## src/rtl/keypad_emulator.sv

```systemverilog
// rtl/keypad_emulator.sv - 4x4 matrix keypad responder with contact bounce, driven by press commands
module keypad_emulator #(
    parameter int BOUNCE_CYCLES = 4,
    parameter int HOLD_SCANS    = 2,
    parameter int TIMEOUT       = 1048575
) (
    input  logic       clk,
    input  logic       rst_n,
    input  logic       press_valid,
    input  logic [3:0] press_key,
    output logic       press_ready,
    input  logic [3:0] col,
    output logic [3:0] filas,
    output logic       busy,
    output logic       done,
    output logic       timeout
);

    typedef enum logic [1:0] {
        S_IDLE,
        S_BOUNCE_IN,
        S_HOLD,
        S_BOUNCE_OUT
    } state_t;

    localparam int          HOLD_EFF    = (HOLD_SCANS == 0) ? 1 : HOLD_SCANS;
    localparam logic [15:0] SCANS_NEED  = 16'(HOLD_EFF);
    localparam logic [15:0] BOUNCE_LAST = 16'(BOUNCE_CYCLES - 1);
    localparam logic [19:0] HOLD_LAST   = 20'(TIMEOUT - 1);

    state_t      state_q, state_d;
    logic [3:0]  key_col_q, key_col_d;
    logic [3:0]  key_row_q, key_row_d;
    logic [3:0]  col_prev_q, col_prev_d;
    logic [15:0] bounce_cnt_q, bounce_cnt_d;
    logic [19:0] hold_cyc_q, hold_cyc_d;
    logic [15:0] scan_cnt_q, scan_cnt_d;
    logic        ready_q, done_q, done_d, timeout_q, timeout_d;
    logic [3:0]  col_hit;
    logic        col_edge;
    logic        contact;
    logic [7:0]  key_map;

    // Upper nibble is the column strobe the key answers to, lower nibble its row line.
    function automatic logic [7:0] key_lookup(input logic [3:0] code);
        case (code)
            4'h1:    key_lookup = 8'b1000_1000;
            4'h2:    key_lookup = 8'b1000_0100;
            4'h3:    key_lookup = 8'b1000_0010;
            4'hA:    key_lookup = 8'b1000_0001;
            4'h4:    key_lookup = 8'b0100_1000;
            4'h5:    key_lookup = 8'b0100_0100;
            4'h6:    key_lookup = 8'b0100_0010;
            4'hB:    key_lookup = 8'b0100_0001;
            4'h7:    key_lookup = 8'b0010_1000;
            4'h8:    key_lookup = 8'b0010_0100;
            4'h9:    key_lookup = 8'b0010_0010;
            4'hC:    key_lookup = 8'b0010_0001;
            4'hE:    key_lookup = 8'b0001_1000;
            4'h0:    key_lookup = 8'b0001_0100;
            4'hF:    key_lookup = 8'b0001_0010;
            default: key_lookup = 8'b0001_0001;
        endcase
    endfunction

    assign key_map  = key_lookup(press_key);
    assign col_hit  = col & key_col_q;
    assign col_edge = (state_q == S_HOLD) && (col_hit != 4'b0000) && (col_prev_q == 4'b0000);

    always_comb begin
        state_d      = state_q;
        key_col_d    = key_col_q;
        key_row_d    = key_row_q;
        bounce_cnt_d = bounce_cnt_q + 16'd1;
        hold_cyc_d   = hold_cyc_q + 20'd1;
        scan_cnt_d   = scan_cnt_q;
        done_d       = 1'b0;
        timeout_d    = 1'b0;
        case (state_q)
            S_IDLE: begin
                if (press_valid && ready_q) begin
                    key_col_d = key_map[7:4];
                    key_row_d = key_map[3:0];
                    state_d   = (BOUNCE_CYCLES == 0) ? S_HOLD : S_BOUNCE_IN;
                end
            end
            S_BOUNCE_IN: begin
                if (bounce_cnt_q == BOUNCE_LAST) begin
                    state_d = S_HOLD;
                end
            end
            S_HOLD: begin
                if (col_edge) begin
                    scan_cnt_d = scan_cnt_q + 16'd1;
                end
                // Release only once the final strobe has ended, so the scanner sees it whole.
                if ((scan_cnt_q >= SCANS_NEED) && (col_hit == 4'b0000)) begin
                    if (BOUNCE_CYCLES == 0) begin
                        state_d = S_IDLE;
                        done_d  = 1'b1;
                    end else begin
                        state_d = S_BOUNCE_OUT;
                    end
                end else if (hold_cyc_q == HOLD_LAST) begin
                    state_d   = S_IDLE;
                    timeout_d = 1'b1;
                end
            end
            default: begin
                if (bounce_cnt_q == BOUNCE_LAST) begin
                    state_d = S_IDLE;
                    done_d  = 1'b1;
                end
            end
        endcase
        if (state_d != state_q) begin
            bounce_cnt_d = 16'd0;
            hold_cyc_d   = 20'd0;
            scan_cnt_d   = 16'd0;
        end
        // Sampled against the next key column so a strobe already high at HOLD entry is not an edge.
        col_prev_d = col & key_col_d;
    end

    always_comb begin
        contact = 1'b0;
        case (state_q)
            S_BOUNCE_IN:  contact = ~bounce_cnt_q[0];
            S_HOLD:       contact = 1'b1;
            S_BOUNCE_OUT: contact = bounce_cnt_q[0];
            default:      contact = 1'b0;
        endcase
    end

    assign filas       = (contact && (col_hit != 4'b0000)) ? key_row_q : 4'b0000;
    assign busy        = (state_q != S_IDLE);
    assign press_ready = ready_q;
    assign done        = done_q;
    assign timeout     = timeout_q;

    always_ff @(posedge clk) begin
        if (!rst_n) begin
            state_q      <= S_IDLE;
            key_col_q    <= 4'b0000;
            key_row_q    <= 4'b0000;
            col_prev_q   <= 4'b0000;
            bounce_cnt_q <= 16'd0;
            hold_cyc_q   <= 20'd0;
            scan_cnt_q   <= 16'd0;
            ready_q      <= 1'b0;
            done_q       <= 1'b0;
            timeout_q    <= 1'b0;
        end else begin
            state_q      <= state_d;
            key_col_q    <= key_col_d;
            key_row_q    <= key_row_d;
            col_prev_q   <= col_prev_d;
            bounce_cnt_q <= bounce_cnt_d;
            hold_cyc_q   <= hold_cyc_d;
            scan_cnt_q   <= scan_cnt_d;
            ready_q      <= (state_d == S_IDLE);
            done_q       <= done_d;
            timeout_q    <= timeout_d;
        end
    end

endmodule

```

## config.mk

```make
export PLATFORM = sky130hd
export DESIGN_NAME = keypad_emulator
export DESIGN_NICKNAME = d
export VERILOG_FILES = /design/src/rtl/keypad_emulator.sv
export SDC_FILE = /design/constraint.sdc
export NUM_CORES = 1
export LEC_CHECK = 0
export CELL_PAD_IN_SITES_DETAIL_PLACEMENT = 1
export CELL_PAD_IN_SITES_GLOBAL_PLACEMENT = 2
export CORE_MARGIN = 2
export CORE_UTILIZATION = 31
export CTS_BUF_LIST = sky130_fd_sc_hd__clkbuf_4 sky130_fd_sc_hd__clkbuf_8
export DETAILED_ROUTE_END_ITERATION = 7
export PLACE_DENSITY_LB_ADDON = 0.15
export SETUP_SLACK_MARGIN = 0.05
export SLEW_MARGIN = 10
export SYNTH_ARGS = -nofsm -noshare
export SYNTH_HDL_FRONTEND = slang
export SYNTH_SLANG_ARGS = --single-unit
```

## constraint.sdc

```tcl
create_clock -name clk -period 5.2 [get_ports clk]
set_input_delay 1.3 -clock clk [delete_from_list [all_inputs] [get_ports clk]]
set_output_delay 1.3 -clock clk [all_outputs]
set_load 0.05 [all_outputs]
```

==> results of run 1 <==
[kinds of logic (layout without fill, tap and decap cells)]
logic type | count (synthesis) | after routing
simple gates | 193 | 193
flops | 69 | 69
xor+xnor | 49 | 49
compound gates | 27 | 27
buf+inv | 27 | 50
fa+ha+maj | 9 | 9
mux | 2 | 2
[cells in the mapped netlist (5+ instances only)]
cell / instances
xor2_1: 30
inv_1: 14
nand3_1: 21
nand2_1: 23
nand4_1: 13
buf_2: 6
nor4_1: 8
xnor2_1: 19
and2_1: 11
nor2b_1: 5
nor3_1: 14
nor2_1: 69
dfxtp_1: 69
and3_1: 10
a21oi_1: 7
ha_1: 9
[power by group]
| part | internal [mW] | leakage, nW | switching [mW] |
|---|---|---|---|
| clock | 0.244 | 0.103 | 0.204 |
| sequential | 0.541 | 0.558 | 0.0111 |
| combinational | 0.0361 | 0.672 | 0.0603 |
[worst max-delay path: stages]
cell             delay (ns)
clkdlybuf4s50_1        0.49
a22oi_2                0.13
a21oi_1                0.33
and2_1                 0.18
clkdlybuf4s50_1        0.80
[cell type report]
type,count,area [sq um],area share
flip-flops and latches,69,1381,0.3663
clock buffers,12,152.6,0.04048
clock inverters,4,47.55,0.01261
inverters,14,52.55,0.01393
multi-input cells,280,1772,0.4698
well taps,136,170.2,0.04512
repair buffers,20,195.2,0.05176
[final timing paths]
check	startpoint	end
setup reg to reg	bounce_cnt_q[0]	bounce_cnt_q[14]
hold reg to reg	bounce_cnt_q[0]	bounce_cnt_q[0]
hold / removal	bounce_cnt_q[0]	bounce_cnt_q[0]
setup / recovery	col[0]	filas[1]
[stage by stage]
stage	hold slack, ns	power [mW]
floorplan	0.4258	0.6308
global placement	0.4396	0.6615
detailed placement	0.4542	0.6627
CTS	0.4690	1.119
global route	0.4854	1.147
finish	0.4616	1.096
[routing by layer]
layer	vias to the layer above	track usage	share of wire
li1	1315	-	-
met1	1249	0.1749	0.49
met5	-	0	0
met4	0	0.05380	0.017
met3	11	0.03647	0.023
met2	23	0.2288	0.47
[state kept, by name (all words and copies together) (netlist names), 2 cells and up]
register	cells
key_col_q	4
scan_cnt_q	16
key_row_q	4
hold_cyc_q	20
col_prev_q	4
bounce_cnt_q	16
state_q	2
==> flow_results.org, run 1 <==
** Run status
- The run finished with clean final reports.

** Route
- For this run, design rule violations remaining after detail routing come to 0.
- Via count :: approximately 2600
- In the final routed layout, each cell accounts on average for 13.72 um.
- Detailed-router iteration count before antenna repair :: 4
- After detailed routing, the number of vias per cell comes to 4.856.
- Total detailed-routing wirelength :: 7.341 mm
- Antenna Nets Post-Route :: 0
- Detailed router's first-iteration violation count :: 42

** STA
- Clock skew after layout :: 0.007989 ns
- Unrepaired setup endpoints after global routing :: false
- Setup ws final :: around 0.67 ns
- Static timing analysis puts the maximum clock frequency at 220.7 MHz.
- Setup violations remaining at the end of the flow were counted as 0.
- The count of endpoints failing hold in the final timing report was 0.
- Max-slew violation count :: 0
- Relative slew slack :: 0.3940
- After layout, the minimum clock period comes to 4.530 ns.
- In the final timing run, aggregate negative setup slack is 0 ns.
- Of the available clock period, the critical path in the final layout requires 0.8712.
- Actual transition at the worst max-transition pin :: roughly 0.9 ns

** Place
- Port buffering added 18 buffers.
- The wire-length estimate of the detail-placed layout is between 5 and 6 mm.
- Summing all placed instances gives a cell area of around 3600 sq um.
- OpenSTA, run right after detailed placement, puts the worst setup slack at 0.6404 ns.
- Routability-driven placement finished with a final weighted congestion of 0.7223.
- Including well taps, the total number of placed cells is ~520.

** Power and ir drop
- Dividing total power by cell area gives a power density of about 290 nW/um^2.
- Leakage dissipation :: between 1 and 1.5 nW
- IR analysis of the VDD net gives a maximum drop of between 100 and 150 uV.

** Clocking
- Clock tree from TritonCTS :: yes
- The H-tree was split into 3 levels.
- Once the clock tree was built, the setup fixing pass inserted 0 buffers.
- After clock tree synthesis, the clock-pin slew on the worst setup and hold paths is about 0.070 ns.
- Counting every sink on the clock net gives about 70.
- No sink is reached through more buffers than the 2 on the longest clock path.
- The cell sitting at the root of the clock tree is a clkbuf_8.
- Clock insertion delay at the later pin of the skew report :: between 0.3 and 0.4 ns
- Resize count post-CTS :: 0
- Cts-stage hold buffer count :: 0
- Buffers inserted during clock tree synthesis total 9.

** Job
- The tool flagged a number of max-cap violations equal to 0.

** Critical path
- The worst register-to-register path has a depth of 7.
- The critical path is of the in2out type.
- Data on the critical path is required at its endpoint by slightly below 4 ns.
- The setup check on the worst reg-to-reg path leaves a slack of between 2 and 2.5 ns.
- Worst setup SP type :: input port
- STA classifies the critical path endpoint as an output pin.
- Top fanout value on the critical path :: 4
- At the worst endpoint, the arrival time is around 3.2 ns.

** Synth
- Average cell area after synthesis :: around 8.7 sq um
- Of the total synthesized cell area, the portion taken by XOR and XNOR cells is 0.1310.
- Of the total synthesized cell area, the portion taken by AND, OR, NAND and NOR gates is 0.2952.
- Sorting the synthesized cells by area gives the leading types as dfxtp_1 42%, xor2_1 8.0%, nor2_1 7.9%.
- Number of nets produced by synthesis :: between 300 and 400
- Portion of netlist area occupied by mux cells :: 0.006109
- Share of the synthesized area in compound gates (AO/OA/AOI/OAI) :: 0.07407
- After synthesis, the share of flip-flops with an asynchronous set or reset is 0.
- Summing every instance area after synthesis gives approximately 3300 sq um.
- Adder and majority gate portion of the synthesized area :: 0.03436
- During synthesis, Yosys emitted a total of 0 warnings.
- For this run, the register share of the synthesized area comes to 0.4215.
- Synthesized netlist cell count :: around 380
- Counting flops and latches in the post-synthesis netlist gives 69.
- Of the post-synthesis cell area, the dominant cell type holds 0.4215.
- The most used flip-flop cell after synthesis is dfxtp_1.
- The netlist uses 45 different library cells.
- Dominant combinational cell family by area after synthesis :: simple AND/OR/NAND/NOR gates
- Summed over all instances, the cell type with the most area after synthesis is dfxtp_1.
- The synthesized design contains 0 enable-type register cells.

** Floorplanning
- Die Outline Area :: around 11000 sq um
- I/O pins :: 19
- The region available for standard cell placement spans about 10000 sq um.
- Die span in y :: around 110 um
- In this run the horizontal extent of the chip is 106.8 um.
- Initial cell density of the core :: 0.3188
- Number of rows in the core area :: 37

** Global routing
- All-layer global routing usage :: 0.1394
- Entering global routing, the biggest net connects 33 pins.
- The via count of the first global-routing pass was approximately 2700.
- The initial antenna violation count is 0.
- Overflow left after global routing :: 0
- The first global-routing pass estimated between 10 and 15 mm of wire.

** Hold path
- Worst Hold Class :: reg2reg
- Counting instances, the worst hold path has a depth of 1.

** Final layout
- Area growth syn-to-layout :: 15.08%
- The top cell types in the final layout, fill and taps aside, are 69 x nor2_1, 69 x dfxtp_1, 30 x xor2_1.
- For this run, the number of standard cells in the final layout without fillers is between 500 and 600.
- Layout cell share with drive strength beyond 1 :: 0.08020
- Number of antenna repair diodes :: 0
- Measured on the finished design, the core utilization comes to 0.3669.
- For this run, the post-layout net count is between 400 and 500.
- Post-Layout Inst Area :: roughly 3800 sq um
- Filler cells :: 1237
Note: power is estimated with default switching activity, not from simulation.
==> inputs of run 2 (changes only) <==
Settings changed: ABC_CLOCK_PERIOD_IN_PS set to 5200, TNS_END_PERCENT set to 1.
==> results of run 2 <==
Same layout as run 1: the final DEF is identical, and so are final timing and power.
==> inputs of run 3 (changes only) <==
Settings changed: CAP_MARGIN set to 20, CORE_MARGIN 2 to 1.5, REMOVE_ABC_BUFFERS set to 1.
==> run 3 against run 2 <==
Compared with the run above:
- first-iteration DRC count up 33%
- total power shrank 2.4%
- final cell count shrank 0.19%
- utilization is 0.16 points lower
- worst setup slack got worse by 0.029 ns
- sequential share of layout area is 0.16 points higher
- clock power decreased by 5.6%
- maximum frequency decreased by 0.65%
==> flow_results.org, run 3 (same netlist as run 1, synthesis figures left out) <==
** Run status
- Result of the run :: complete, no violations

** Critical path
- The setup path with the least slack is of type in2out.
- Endpoint of the worst-slack reg-to-reg timing path :: scan_cnt_q[14]
- Capturing instance or port of the critical path :: filas[3]
- STA puts the critical path data required time at between 3 and 4 ns.
- STA classifies the critical path startpoint as an input port.
- Endpoint arrival time on the critical path :: roughly 3.3 ns
- The worst register-to-register path begins at bounce_cnt_q[0].
- Reg-to-reg setup timing slack :: between 2 and 3 ns
- Top fanout value on the critical path :: 4
- Nature of the critical path endpoint :: output pin
- Number of cells traversed by the worst register-to-register path :: 7
- Launch point of the critical path :: col[0]

** Clocking
- Clock-pin slew was measured on the worst setup and hold paths at ~0.070 ns.
- The later pin in the worst-skew pair is clocked with a latency of between 0.3 and 0.4 ns.
- CTS sink cnt :: roughly 70
- Clock Tree Buf Depth :: 2
- Clk Tree Root Cell :: clkbuf_8
- Once the clock tree was built, the resizer swapped 0 gates to a different size.
- Number of buffers added for setup after CTS :: 0
- The H-tree was split into 3 levels.
- TritonCTS built the clock tree.
- CTS buffer count :: 9
- Buffers inserted to repair hold after CTS numbered 0.

** STA
- In the final timing run, aggregate negative setup slack is 0 ns.
- The count of endpoints failing hold in the final timing report was 0.
- The clock arrives with 0.01001 ns of skew.
- In the finished design, the share of the clock period the worst path needs comes to 0.8768.
- Final number of setup-violating endpoints :: 0
- Max-slew violation count :: 0
- For the pin with the worst max-slew slack, the measured transition is roughly 0.89 ns.
- Setup repair after global routing left no endpoint under its margin.
- Clock period minus worst slack :: between 4 and 5 ns
- Maximum achievable frequency :: between 200 and 250 MHz
- Relative slew slack :: 0.3982

** Power and ir drop
- Max VDD drop :: roughly 140 uV
- Tot Pwr :: about 1.1 mW
- Summed over all cells, the static leakage comes to ~1.3 nW.
- The analysis attributes to net switching a power of approximately 270 uW.
- The internal portion of the total power is 798.6 uW.
- Switching Fraction :: 0.2535
- Proportion of power drawn by the clock network :: 0.394
- The share of total power dissipated in sequential elements is 0.516.
- Part of the total power dissipated in combinational logic :: 0.090
- For this design the ratio of total power to cell area is ~280 nW/um^2.

** Global routing
- Entering global routing, the biggest net connects 53 pins.
- Number of antenna violations at the first check in global routing :: 0
- The total overflow left after global routing is 0.
- All-layer global routing usage :: 0.1438
- Global-route wire length before repair :: roughly 13 mm
- Via count of the first global-routing pass :: around 2700

** Final layout
- From synthesis to final layout, the design area changed by 14.59%.
- Post-Layout Inst Area :: approximately 3800 sq um
- Biggest register :: hold_cyc_q
- Post-layout net count :: 414
- In the final layout, the share of cells above drive strength 1 is 0.07789.
- For this run, the share of the core covered by cells in the final layout is 0.3654.
- The register with the most flip-flops in the layout has 20 of them.
- In the layout the commonest cells are 69 x nor2_1, 69 x dfxtp_1, 30 x xor2_1.
- Number of antenna repair diodes :: 0
- The largest registers in the layout are hold_cyc_q x20, bounce_cnt_q x16, scan_cnt_q x16.

** Floorplanning
- Core area :: a little over 10000 sq um
- I/O pins :: 19
- The die is between 100 and 150 um tall.
- The die is roughly 110 um wide.
- Die Outline Area :: around 11000 sq um
- Number of rows in the core area :: 37
- The initial utilization of the core area, before any placement, comes to 0.3188.

** Route
- The routed design has just over 7 mm of wire.
- Sum of met2 wire segment lengths after detailed routing :: ~3.3 mm
- Number of design rule violations left after detail routing :: 0
- The detailed router used layers up to and including met4.
- Antenna Nets Post-Route :: 0
- The detailed router put a total of ~3.6 mm of wire on met1.
- Detail-routed net length per standard cell :: around 13 um
- For this run, the detailed router's first-pass iteration total came to 4.
- Dividing the detail-routed via count by the number of cells gives approximately 4.8.
- Wire segments on met3 add up to around 180 um in the final route.
- After the first detailed-routing iteration, the DRC count stood at 56.
- Via count :: around 2600

** Place
- Post-DP HPWL :: between 5 and 6 mm
- Placement Cell Area :: approximately 3600 sq um
- Routability-driven placement finished with a final weighted congestion of 0.7289.
- During placement, the flow inserted port buffers numbering 18.

** Job
- Maximum capacitance violations :: 0

** Hold path
- Worst Hold Class :: reg2reg
[run 3: power groups by stage]
stage | Combinational (mW) | Sequential (mW) | Clock, mW
3_3_place_gp | 0.0979 | 0.564 | 0
3_5_place_dp | 0.0988 | 0.564 | 0
5_1_grt | 0.109 | 0.554 | 0.469
6_report | 0.0964 | 0.552 | 0.422
4_1_cts | 0.0991 | 0.552 | 0.445
2_1_floorplan | 0.0589 | 0.565 | 0
[run 3: final cells by class]
type                       count  area [sq um]
clock buffer                  10         131.4
clock inverter                 5         52.55
fill                        1255          6523
inverter                      14         52.55
multi-input combinational    280          1772
sequential                    69          1381
tap                          136         170.2
timing repair buffer          20         195.2
[run 3: worst min-delay path by stage]
stage,depth (start not counted),to,slack [ns],from
CTS,2,key_row_q[3],0.47,key_row_q[3]
floorplan,1,bounce_cnt_q[0],0.43,bounce_cnt_q[0]
finish,2,key_row_q[0],0.46,key_row_q[0]
global placement,1,bounce_cnt_q[0],0.45,bounce_cnt_q[0]
detailed placement,2,key_row_q[3],0.46,key_row_q[3]
global route,2,key_row_q[0],0.50,key_row_q[0]
[run 3: worst max-delay path, cell delays in order]
cell,delay [ns]
clkdlybuf4s50_1,0.48
a22oi_2,0.12
a21oi_1,0.37
and2_1,0.19
clkdlybuf4s50_1,0.80
[run 3: metrics by stage]
step           instances  hold slack [ns]  worst slack, ns
6_report             534           0.4639           0.6405
3_3_place_gp         519           0.4459           0.6680
4_1_cts              534           0.4728           0.6335
5_1_grt              534           0.4955           0.5297
2_1_floorplan        363           0.4258            1.847
3_5_place_dp         519           0.4551           0.6449
[run 3: metal layers]
metal | track usage | vias to the layer above
met5 | 0 | -
met4 | 0.04344 | 0
met3 | 0.04082 | 5
met2 | 0.2263 | 21
met1 | 0.1906 | 1227
li1 | - | 1311
